`src/rtl/piso_serializer.sv`:
```
// piso_serializer: parallel-in/serial-out transmitter, MSB-first, with
// first/last framing strobes and a valid/ready load handshake.
// Optional feature macro: SER_CRC_APPEND_EN appends a 3-bit CRC
// (x^3+x+1) after the data bits of every frame.
module piso_serializer #(
  parameter int DATA_W = 8
) (
  input  logic              clk,
  input  logic              rst_n,
  input  logic              load_valid,
  output logic              load_ready,
  input  logic [DATA_W-1:0] load_data,
  output logic              sout,
  output logic              sout_valid,
  output logic              sout_first,
  output logic              sout_last,
  output logic              busy
);

`ifdef SER_CRC_APPEND_EN
  localparam int F = DATA_W + 3;
`else
  localparam int F = DATA_W;
`endif
  localparam int CW = (F > 1) ? $clog2(F) : 1;

  typedef enum logic [1:0] {
    ST_IDLE  = 2'd0,
    ST_SHIFT = 2'd1
`ifdef SER_CRC_APPEND_EN
    ,ST_CRC  = 2'd2
`endif
  } state_t;

  state_t            state, state_d;
  logic [DATA_W-1:0] sreg, sreg_d;   // bits still to go; current bit is in sout
  logic [CW-1:0]     cnt, cnt_d;     // index within the frame of the bit on sout
  logic              sout_d, vld_d, first_d, last_d;
  logic              accept;

`ifdef SER_CRC_APPEND_EN
  logic [2:0] crc, crc_d, crc_nx;

  function automatic logic [2:0] crc_upd(input logic [2:0] c, input logic b);
    logic fb;
    fb = b ^ c[2];
    return {c[1], c[0] ^ fb, fb};
  endfunction
`endif

  // ready depends on registered state only, never on load_valid
  assign load_ready = (state == ST_IDLE) | (sout_valid & sout_last);
  assign accept     = load_valid & load_ready;
  assign busy       = sout_valid;

  // next-state and next-output decode; an accept overrides the frame tail
  always_comb begin
    state_d = state;
    sreg_d  = sreg;
    cnt_d   = cnt;
    sout_d  = 1'b0;
    vld_d   = 1'b0;
    first_d = 1'b0;
    last_d  = 1'b0;
`ifdef SER_CRC_APPEND_EN
    crc_d   = crc;
    crc_nx  = crc_upd(crc, sout);
`endif
    case (state)
      ST_IDLE: ;
      ST_SHIFT: begin
        if (cnt != CW'(DATA_W - 1)) begin
          sout_d = sreg[DATA_W-1];
          sreg_d = {sreg[DATA_W-2:0], 1'b0};
          cnt_d  = cnt + 1'b1;
          vld_d  = 1'b1;
          last_d = (cnt + 1'b1 == CW'(F - 1));
`ifdef SER_CRC_APPEND_EN
          crc_d  = crc_nx;
`endif
        end else begin
`ifdef SER_CRC_APPEND_EN
          // fold the final data bit, then start sending the check bits
          state_d = ST_CRC;
          sout_d  = crc_nx[2];
          crc_d   = {crc_nx[1:0], 1'b0};
          cnt_d   = cnt + 1'b1;
          vld_d   = 1'b1;
`else
          state_d = ST_IDLE;
`endif
        end
      end
`ifdef SER_CRC_APPEND_EN
      ST_CRC: begin
        if (cnt != CW'(F - 1)) begin
          sout_d = crc[2];
          crc_d  = {crc[1:0], 1'b0};
          cnt_d  = cnt + 1'b1;
          vld_d  = 1'b1;
          last_d = (cnt + 1'b1 == CW'(F - 1));
        end else begin
          state_d = ST_IDLE;
        end
      end
`endif
      default: state_d = ST_IDLE;
    endcase
    if (accept) begin
      state_d = ST_SHIFT;
      sout_d  = load_data[DATA_W-1];
      sreg_d  = {load_data[DATA_W-2:0], 1'b0};
      cnt_d   = '0;
      vld_d   = 1'b1;
      first_d = 1'b1;
      last_d  = 1'b0;
`ifdef SER_CRC_APPEND_EN
      crc_d   = 3'b000;
`endif
    end
  end

  // state, datapath and registered outputs; reset aborts any frame
  always_ff @(posedge clk) begin
    if (!rst_n) begin
      state      <= ST_IDLE;
      sreg       <= '0;
      cnt        <= '0;
      sout       <= 1'b0;
      sout_valid <= 1'b0;
      sout_first <= 1'b0;
      sout_last  <= 1'b0;
`ifdef SER_CRC_APPEND_EN
      crc        <= 3'b000;
`endif
    end else begin
      state      <= state_d;
      sreg       <= sreg_d;
      cnt        <= cnt_d;
      sout       <= sout_d;
      sout_valid <= vld_d;
      sout_first <= first_d;
      sout_last  <= last_d;
`ifdef SER_CRC_APPEND_EN
      crc        <= crc_d;
`endif
    end
  end

endmodule

```
`config.mk`:
```
export PLATFORM = sky130hd
export DESIGN_NAME = piso_serializer
export DESIGN_NICKNAME = d
export VERILOG_FILES = /design/src/rtl/piso_serializer.sv
export SDC_FILE = /design/constraint.sdc
export NUM_CORES = 1
export LEC_CHECK = 0
export CAP_MARGIN = 30
export CORE_MARGIN = 10
export CORE_UTILIZATION = 49
export CTS_BUF_LIST = sky130_fd_sc_hd__clkbuf_8 sky130_fd_sc_hd__clkbuf_16
export DETAILED_ROUTE_END_ITERATION = 7
export GPL_TIMING_DRIVEN = 0
export PLACE_DENSITY = 0.8
export SLEW_MARGIN = 40
export SYNTH_ARGS = -nofsm -noshare
export SYNTH_HDL_FRONTEND = slang
export SYNTH_SLANG_ARGS = --single-unit
```
`constraint.sdc`:
```
create_clock -name clk -period 2.4 [get_ports clk]
set_clock_uncertainty 0.2 [all_clocks]
set_input_delay 0.6 -clock clk [delete_from_list [all_inputs] [get_ports clk]]
set_output_delay 0.6 -clock clk [all_outputs]
set_load 0.01 [all_outputs]
```
# Yosys cells after proc, flatten, opt, wreduce, memory -nomap -nowiden
# Cells that the tools add are included.
word_totals:
  out_inout_bits: 6
  ff_bits: 16
op_classes:
  reduce_logical: 9
  n_eq_ne: 6
  n_mux: 13
  addsub: 1
  bitwise: 7
op_table:
  columns: ["op", "n"]
  rows:
  - ["8-bit 2-to-1 mux", 3]
  - ["1-bit 2-to-1 mux", 8]
  - ["2-bit AND reduction", 4]
  - ["3-bit != test (second input constant)", 2]
  - ["2-bit != test (second input constant)", 2]
  - ["1-bit NOT", 4]
  - ["2-bit one-hot mux with 2 select lines", 1]
  - ["2-bit nonzero test", 2]
  - ["4-bit OR reduction", 1]
  - ["3-bit by 1-bit adder with 3-bit output (second input constant)", 1]
  - ["3-bit == test (second input constant)", 1]
  - ["1-bit bitwise AND", 2]
  - ["2-bit by 1-bit == test with 1-bit output (second input constant)", 1]
  - ["2-bit zero test", 1]
  - ["2-bit 2-to-1 mux", 1]
  - ["2-bit OR reduction", 1]
  - ["1-bit OR", 1]

# Longest topological paths before layout
# Gate-level depths: netlist (run 1).
logic_depth:
  ltp_word: 5
  ltp_mapped: 6
  depth_no_buf: 5

# Worst setup path before layout (run 1)
# No wires, ideal clock.
synth_timing:
  kind: "flip-flop to flip-flop"
  from: "reg cnt[0]"
  to: "reg sreg[2]"
  n_path_buf: 1
  slack_ns: 0.854
  required_time_ns: 2.126
  arrival_time_ns: 1.272
  path_stages_with_launch: 7
  path_cell_list: "dfxtp_1 ha_1 ha_1 and2b_1 buf_2 nand2_1 a31oi_1"
synth_between:
  elab_chain_cells: 3
synth_rtl:
  columns: ["item", "line", "text"]
  rows:
  - ["start, declared", "37", "logic [CW-1:0] cnt, cnt_d;"]
  - ["start signal, assigned", "139", "cnt <= cnt_d;"]
  - ["3-bit != test", "72", "if (cnt != CW'(DATA_W - 1)) begin"]
  - ["2-bit nonzero test (no source line)", null, null]
  - ["2-bit AND reduction (no source line)", null, null]
  - ["end signal, assigned", "138", "sreg <= sreg_d;"]
  - ["end, declared", "36", "logic [DATA_W-1:0] sreg, sreg_d;"]
# No other way between the ends.
# A chain may end at the register's enable or synchronous reset.

# Worst setup path in the final report (run 1)
layout_timing:
  from: "reg state[0]"
  to: "out load_ready"
layout_between:
  elab_chain_cells: 2
layout_rtl:
  columns: ["item", "line", "text"]
  rows:
  - ["start, declared", "35", "state_t state, state_d;"]
  - ["start signal, assigned", "137", "state <= state_d;"]
  - ["2-bit zero test", "52", "assign load_ready = (state == ST_IDLE) | (sout_valid & sout_last);"]
  - ["1-bit OR", "52", null]
  - ["end, declared", "11", "output logic load_ready,"]
# No other way between the ends.

==> results of run 1 <==
==> metal layers <==
metal,part of all wire,vias to the layer above,GRT usage
met5,0,-,0
met4,0.020,0,0.0859
met3,0.068,3,0.0404
met2,0.45,20,0.139
met1,0.46,254,0.103
li1,-,290,-
==> cell type report <==
cell class,instances,area share
multi-input combinational,50,0.357
sequential,15,0.341
timing repair buffer,16,0.182
clock buffer,3,0.0469
buffer,5,0.0355
tap,15,0.0213
inverter,3,0.0128
clock inverter,1,0.00426
==> worst paths after layout <==
| check | start | to | slack (ns) | cells after the start |
|---|---|---|---|---|
| max | state[0] | load_ready | 0.14 | 3 |
| min | sreg[3] | sreg[4] | 0.27 | 2 |
| max reg2reg | cnt[0] | sreg[2] | 0.69 | 6 |
| min reg2reg | sreg[3] | sreg[4] | 0.27 | 2 |
==> stage by stage <==
stage | setup slack, ns | power (mW) | util | instances | instance area (um^2)
after CTS | 0.124 | 0.577 | 0.685 | 108 | 881
after detailed placement | 0.289 | 0.377 | 0.650 | 104 | 836
after global routing | 0.0359 | 0.601 | 0.685 | 108 | 881
after global placement | 0.337 | 0.375 | 0.650 | 104 | 836
after floorplan | 0.854 | 0.335 | - | 73 | 657
final | 0.137 | 0.573 | 0.685 | 108 | 881
==> registers in the layout, summed over array words and instances, names as in the netlist <==
signal / cells
sreg: 7
cnt: 3
busy: 1
sout: 1
sout_first: 1
sout_last: 1
state: 1
==> worst reg2reg max path, stage by stage (launching register included) <==
cell     delay [ns]
dfxtp_1        0.34
ha_1           0.21
ha_1           0.18
and2b_1        0.24
buf_2          0.24
nand2_1        0.08
a31oi_1        0.16
==> placed cells by master, fill, tap and decap left out <==
cell type        netlist  layout
nand2_1               16      16
clkdlybuf4s50_1        0      16
dfxtp_1               15      15
o31ai_1                6       6
a31oi_1                6       6
inv_1                  3       4
nor2_1                 3       3
nand3_1                3       3
ha_1                   3       3
clkbuf_8               0       3
clkbuf_1               2       2
mux2i_1                2       2
a21boi_0               2       2
a21boi_4               1       1
and2b_1                1       1
buf_2                  1       1
o21ai_1                1       1
a211oi_1               1       1
xnor2_1                1       1
nand2b_1               1       1
buf_6                  1       1
or2b_1                 1       1
a21oi_1                1       1
and3_1                 1       1
buf_4                  1       1
==> power groups by stage <==
stage	registers [mW]	clock network [mW]	logic (mW)
5_1_grt	0.278	0.218	0.104
3_3_place_gp	0.281	0	0.0934
3_5_place_dp	0.282	0	0.0948
2_1_floorplan	0.282	0	0.0528
4_1_cts	0.277	0.204	0.0962
6_report	0.277	0.201	0.0957
==> kinds of logic (layout without fill, tap and decap cells) <==
logic type,Yosys count,count (layout),synth area share
buffers and inverters,8,28,0.0648
DFF,15,15,0.457
muxes,2,2,0.0305
xor gates and xnor gates,1,1,0.0133
AOI/OAI and AO/OA,18,18,0.204
and+or+nand+nor,26,26,0.173
adders and majority gates,3,3,0.0571
==> summary.txt, run 1 <==
Route
  • DR vias/cell: 5.25
  • Via count: 567
  • Per-cell routed wire length: 13.7 um
  • Drc violations: 0
  • Total Wirelength: 1480 um
  • Remaining antenna violation count: 0
  • Initial DRC count: 14
  • Drt first pass iters: 4

Yosys
  • Net Count, Synth: 87
  • Post-synth EDFFs: 0
  • Yosys top cell area share: 0.457
  • #FFs+latches synth: 15
  • Main synth FF type: dfxtp_1
  • Cell area after synthesis: 657 um^2
  • Top cells by area, synth: dfxtp_1 (46%), nand2_1 (9.1%), o31ai_1 (6.9%), a31oi_1 (5.7%), ha_1 (5.7%)
  • Syn avg cell area: 9.00 um^2
  • Cell type with the highest aggregate area in the netlist: dfxtp_1
  • Synth top cells by count: nand2_1 (16), dfxtp_1 (15), a31oi_1 (6), o31ai_1 (6)
  • Register area share after synthesis: 0.457
  • Syn Inst Count: 73
  • Async set or reset register ratio after synthesis: 0
  • Cell variety after synth: 23
  • Most frequent cell after synthesis: nand2_1
  • Synth warnings: 0

Layout
  • N_diodes: 0
  • Multi-input logic area: 314 um^2
  • Proportion of layout cells with a drive suffix above 1: 0.0753
  • Sequential cell area: 300 um^2
  • Nets: 108
  • Area Growth Syn to Fin: 34.1%
  • Filler cells: 103

Power and ir drop
  • Combinational share of power: 0.167
  • Peak supply drop: 374 uV
  • Switch share: 0.249
  • Clock network fraction of total power: 0.351
  • Static Leak: 0.357 nW
  • Power Density: 651 mW/mm^2
  • Internal power: 0.431 mW
  • Switch Pwr: 0.143 mW
  • Reg power frac: 0.483

Run
  • Max cap viols: 0

STA
  • Period utilization: 0.943
  • Hold Slack: 0.272 ns
  • Fin crit period: 2.26 ns
  • Worst-margin pin slew: 0.424 ns
  • Fin Setup TNS: 0 ns
  • Slew margin rel.: 0.717
  • Setup-failing EPs final: 0
  • Final-report hold violation count: 0
  • F_max: 442 MHz
  • Slew Viols, Final: 0
  • RSZ-0062 raised after global routing: no

Clocking
  • CTS Buffer Depth: 2
  • Clock latency on the worst-skew pair: 0.25 ns
  • Post-CTS Setup Bufs: 0
  • H-Tree Depth: 1
  • Hold Buf Count CTS: 0
  • Post-CTS sizing: 0
  • CTS root buf: clkbuf_8
  • Cts bufs inserted: 3
  • CTS tree: done
  • CTS Sinks: 15
  • CTS clock-pin slew for the worst setup and hold paths: 0.06 ns

Critical path
  • Crit path buf inv count: 2
  • Crit end category: primary output
  • Slowest Stage Delay on Critical Path: 0.49 ns
  • CP required: 1.60 ns
  • Crit path DAT: 1.46 ns
  • Worst-path cell chain: a21boi_4, inv_1, clkdlybuf4s50_1
  • Setup Crit Path Kind: register to primary output
  • Worst path slowest cell: clkdlybuf4s50_1
  • CP Launch Type: register
  • Crit path max fanout: 9
  • Crit-path leading delay family: buffers and inverters

Floorplan
  • Die area: 0.00321 mm^2
  • Die height: 56.6 um
  • Die X: 56.6 um
  • Core area: 0.00128 mm^2
  • I/O pin count: 17
  • Site Rows: 13
  • Initial Util: 0.511

Global route
  • Initial antenna violation count: 0
  • Total GRT Usage: 0.0961
  • Vias in the first global route: 570
  • Largest net degree at the start of global routing: 11
  • First-pass GRT wire length: 2450 um
  • Grt ovf: 0

Run status
  • Status: complete, no violations

Place
  • # port buffers: 16
  • Post-DP HPWL: 1050 um
  • Gpl congestion: 0.729

Worst hold path
  • HP Class: register to register
Power figures use the tool's default switching activity.
==> run 2, diff against run 1 <==
- ABC_AREA: unset -> 1
==> run 2 against run 1 <==
  * Sequential power about the same
  * Cell count is 17% higher
  * Worst setup slack better by 0.079 ns
  * Total power fell by 1.3%
  * Sequential cell count stayed put
  * Global-route usage down 0.54 points
  * Non-clock buffer count decreased by 2
  * Clock power decreased by 4%
  * Design area up 2.1%
  * Synthesized cell count rose by 26%
  * Clock-buffer cell count did not move
  * Critical path type unchanged
  * Largest cell class unchanged
  * Largest power group unchanged
  * Highest routed layer unchanged
==> summary.txt, run 2 <==
Route
  • DR vias/cell: 5.01 (-4.6%)
  • Remaining antenna violation count: 0 (unchanged)
  • Total Wirelength: 1470 um (-0.27%)
  • Initial DRC count: 24 (+10)
  • Drc violations: 0 (unchanged)
  • Drt first pass iters: 4 (unchanged)
  • Per-cell routed wire length: 11.7 um (-15%)
  • Via count: 631 (+11%)

Clocking
  • H-Tree Depth: 1 (unchanged)
  • Post-CTS Setup Bufs: 0 (unchanged)
  • Post-CTS sizing: 0 (unchanged)
  • Hold Buf Count CTS: 0 (unchanged)
  • CTS Sinks: 15 (unchanged)
  • CTS Buffer Depth: 2 (unchanged)
  • CTS clock-pin slew for the worst setup and hold paths: 0.06 ns (about the same)
  • Cts bufs inserted: 3 (unchanged)
  • CTS root buf: clkbuf_8
  • Clock latency on the worst-skew pair: 0.24 ns (about the same)
  • CTS tree: done

STA
  • Slew margin rel.: 0.816 (+0.0994)
  • Final-report hold violation count: 0 (unchanged)
  • Period utilization: 0.910 (-0.0330)
  • F_max: 458 MHz (+3.6%)
  • Setup-failing EPs final: 0 (unchanged)
  • Fin Setup TNS: 0 ns (unchanged)
  • Fin crit period: 2.18 ns (-0.0793 ns)
  • Slew Viols, Final: 0 (unchanged)
  • RSZ-0062 raised after global routing: no
  • Worst-margin pin slew: 0.274 ns (-0.151 ns)

Worst hold path
  • Hold endpoint: sreg[5]
  • HP Class: register to register
  • Hold Startpoint: sreg[5]
  • Cells on Worst Hold Path: 2 (unchanged)

Layout
  • Filler cells: 112 (+8.7%)
  • Sequential cell area: 300 um^2 (unchanged)
  • N_diodes: 0 (unchanged)
  • Commonest cells after routing, fill and taps aside: nand2_1 (28), dfxtp_1 (15), clkdlybuf4s50_1 (15)
  • Largest register by flop count: sreg
  • Most common cell after layout, fill and taps aside: nand2_1
  • Area Growth Syn to Fin: 31.2%
  • Top Registers: sreg (7), cnt (3)
  • Proportion of layout cells with a drive suffix above 1: 0.108 (+0.0328)
  • Nets: 126 (+17%)
  • Max reg flops: 7 (unchanged)
  • Multi-input logic area: 319 um^2 (+1.6%)

Yosys
  • Synth top cells by count: nand2_1 (28), dfxtp_1 (15), nand3_1 (13), a21oi_1 (11), inv_1 (7)
  • #FFs+latches synth: 15 (unchanged)
  • Yosys top cell area share: 0.438 (-0.0192)
  • Top cells by area, synth: dfxtp_1 (44%), nand2_1 (15%), nand3_1 (9.5%), a21oi_1 (8.0%), ha_1 (5.5%)
  • Post-synth EDFFs: 0 (unchanged)
  • Cell variety after synth: 19 (-17%)
  • Cell area after synthesis: 686 um^2 (+4.4%)
  • Main synth FF type: dfxtp_1
  • Net Count, Synth: 106 (+22%)
  • Most frequent cell after synthesis: nand2_1
  • Syn avg cell area: 7.45 um^2 (-17%)
  • Async set or reset register ratio after synthesis: 0 (unchanged)
  • Syn Inst Count: 92 (+26%)
  • Synth warnings: 0 (unchanged)
  • Cell type with the highest aggregate area in the netlist: dfxtp_1
  • Register area share after synthesis: 0.438 (-0.0192)

Power and ir drop
  • Peak supply drop: 349 uV (-6.7%)
  • Static Leak: 0.402 nW (+12%)
  • Switch Pwr: 0.141 mW (-1.4%)
  • Power Density: 629 mW/mm^2 (-3.4%)
  • Internal power: 0.425 mW (-1.3%)
  • Clock network fraction of total power: 0.342 (-0.009)
  • Combinational share of power: 0.174 (+0.007)
  • Reg power frac: 0.484 (about the same)
  • Switch share: 0.249 (about the same)
  • Final Power: 0.566 mW (-1.3%)

Place
  • Gpl congestion: 0.738 (+1.3%)
  • # port buffers: 15 (-1)
  • Post-DP HPWL: 1040 um (-0.44%)

Global route
  • Largest net degree at the start of global routing: 11 (unchanged)
  • Grt ovf: 0 (unchanged)
  • Vias in the first global route: 595 (+4.4%)
  • Total GRT Usage: 0.0907 (-0.00538)
  • First-pass GRT wire length: 2460 um (+0.57%)
  • Initial antenna violation count: 0 (unchanged)

Run status
  • Status: complete, no violations

Critical path
  • Crit end category: primary output
  • Crit path DAT: 1.38 ns (-0.08 ns)
  • Setup Crit Path Kind: register to primary output
  • RR Endpoint: sreg[4]
  • FF-to-FF Start: cnt[0]
  • CP startpoint: busy
  • CP Launch Type: register
  • Worst reg2reg setup slack: 0.66 ns (-0.03 ns)
  • CP required: 1.60 ns (about the same)
  • Crit path max fanout: 8 (-1)
  • Worst R2R Path Depth: 7 (+1)

Run
  • Max cap viols: 0 (unchanged)

Floorplan
  • Die area: 0.00330 mm^2 (+2.8%)
  • Site Rows: 13 (unchanged)
  • Die height: 57.4 um (+1.4%)
  • Die X: 57.4 um (+1.4%)
  • I/O pin count: 17 (unchanged)
  • Core area: 0.00132 mm^2 (+2.5%)
  • Initial Util: 0.520 (+0.00922)
## run 2: cell types whose count changed in the layout (fill, tap and decap cells not counted), sizes merged, moves of 2 or more
cell    previous run  this run
nand2             16        30
a21oi              1        11
nand3              3        13
a31oi              6         0
inv                4        10
o31ai              6         0
a21boi             3         0
clkbuf             5         3
mux2i              2         0
## run 2: cell type report
class	count	area share
Sequential cell	15	0.334
Timing Repair Buffer	15	0.167
Clock buffer	3	0.0459
Tap cell	15	0.0209
Buffer	4	0.0320
Inverter	10	0.0417
Multi-Input combinational cell	63	0.355
Clock inverter	1	0.00417
## run 2: worst max path at each step
stage,end,cells past startpoint,slack (ns)
after floorplan,sreg[2],7,0.84
after global placement,sout,5,0.40
after detailed placement,sout,5,0.36
after CTS,load_ready,3,0.20
after global routing,load_ready,3,0.13
final,load_ready,3,0.22
## run 2: routing by layer
metal | up-vias | GRT usage | wire length [um]
met2 | 26 | 0.132 | 668
met1 | 273 | 0.110 | 666
met4 | 0 | 0.0503 | 16
met3 | 2 | 0.0354 | 123
li1 | 330 | - | -
met5 | - | 0 | 0
## run 2: metrics by stage
step / hold slack (ns) / worst slack [ns] / instances / area [um^2] / utilization
3_3_place_gp: 0.257 / 0.399 / 122 / 855 / 0.649
5_1_grt: 0.300 / 0.127 / 126 / 900 / 0.683
4_1_cts: 0.285 / 0.199 / 126 / 900 / 0.683
3_5_place_dp: 0.277 / 0.363 / 122 / 855 / 0.649
6_report: 0.283 / 0.216 / 126 / 900 / 0.683
2_1_floorplan: 0.244 / 0.841 / 92 / 686 / -
## run 2: logic make-up (layout without fill, tap and decap cells)
group	after synthesis	after routing	synth area share
buf+inv	14	33	0.0967
simple gates	47	47	0.316
flops	15	15	0.438
fa+ha+maj	3	3	0.0548
compound gates	13	13	0.0949
## run 2: worst max-delay path, cell delays in order, from the launching register on
cell and delay, ns:
dfxtp_1 0.34, nand2_1 0.07, nand2_2 0.16, clkdlybuf4s50_1 0.57
## run 2: power by group through the flow
stage | registers, mW | logic, mW | clock network, mW
final | 0.274 | 0.0987 | 0.193
after global placement | 0.279 | 0.0964 | 0
after CTS | 0.274 | 0.0989 | 0.199
after floorplan | 0.279 | 0.0571 | 0
after detailed placement | 0.279 | 0.0976 | 0
after global routing | 0.276 | 0.108 | 0.215
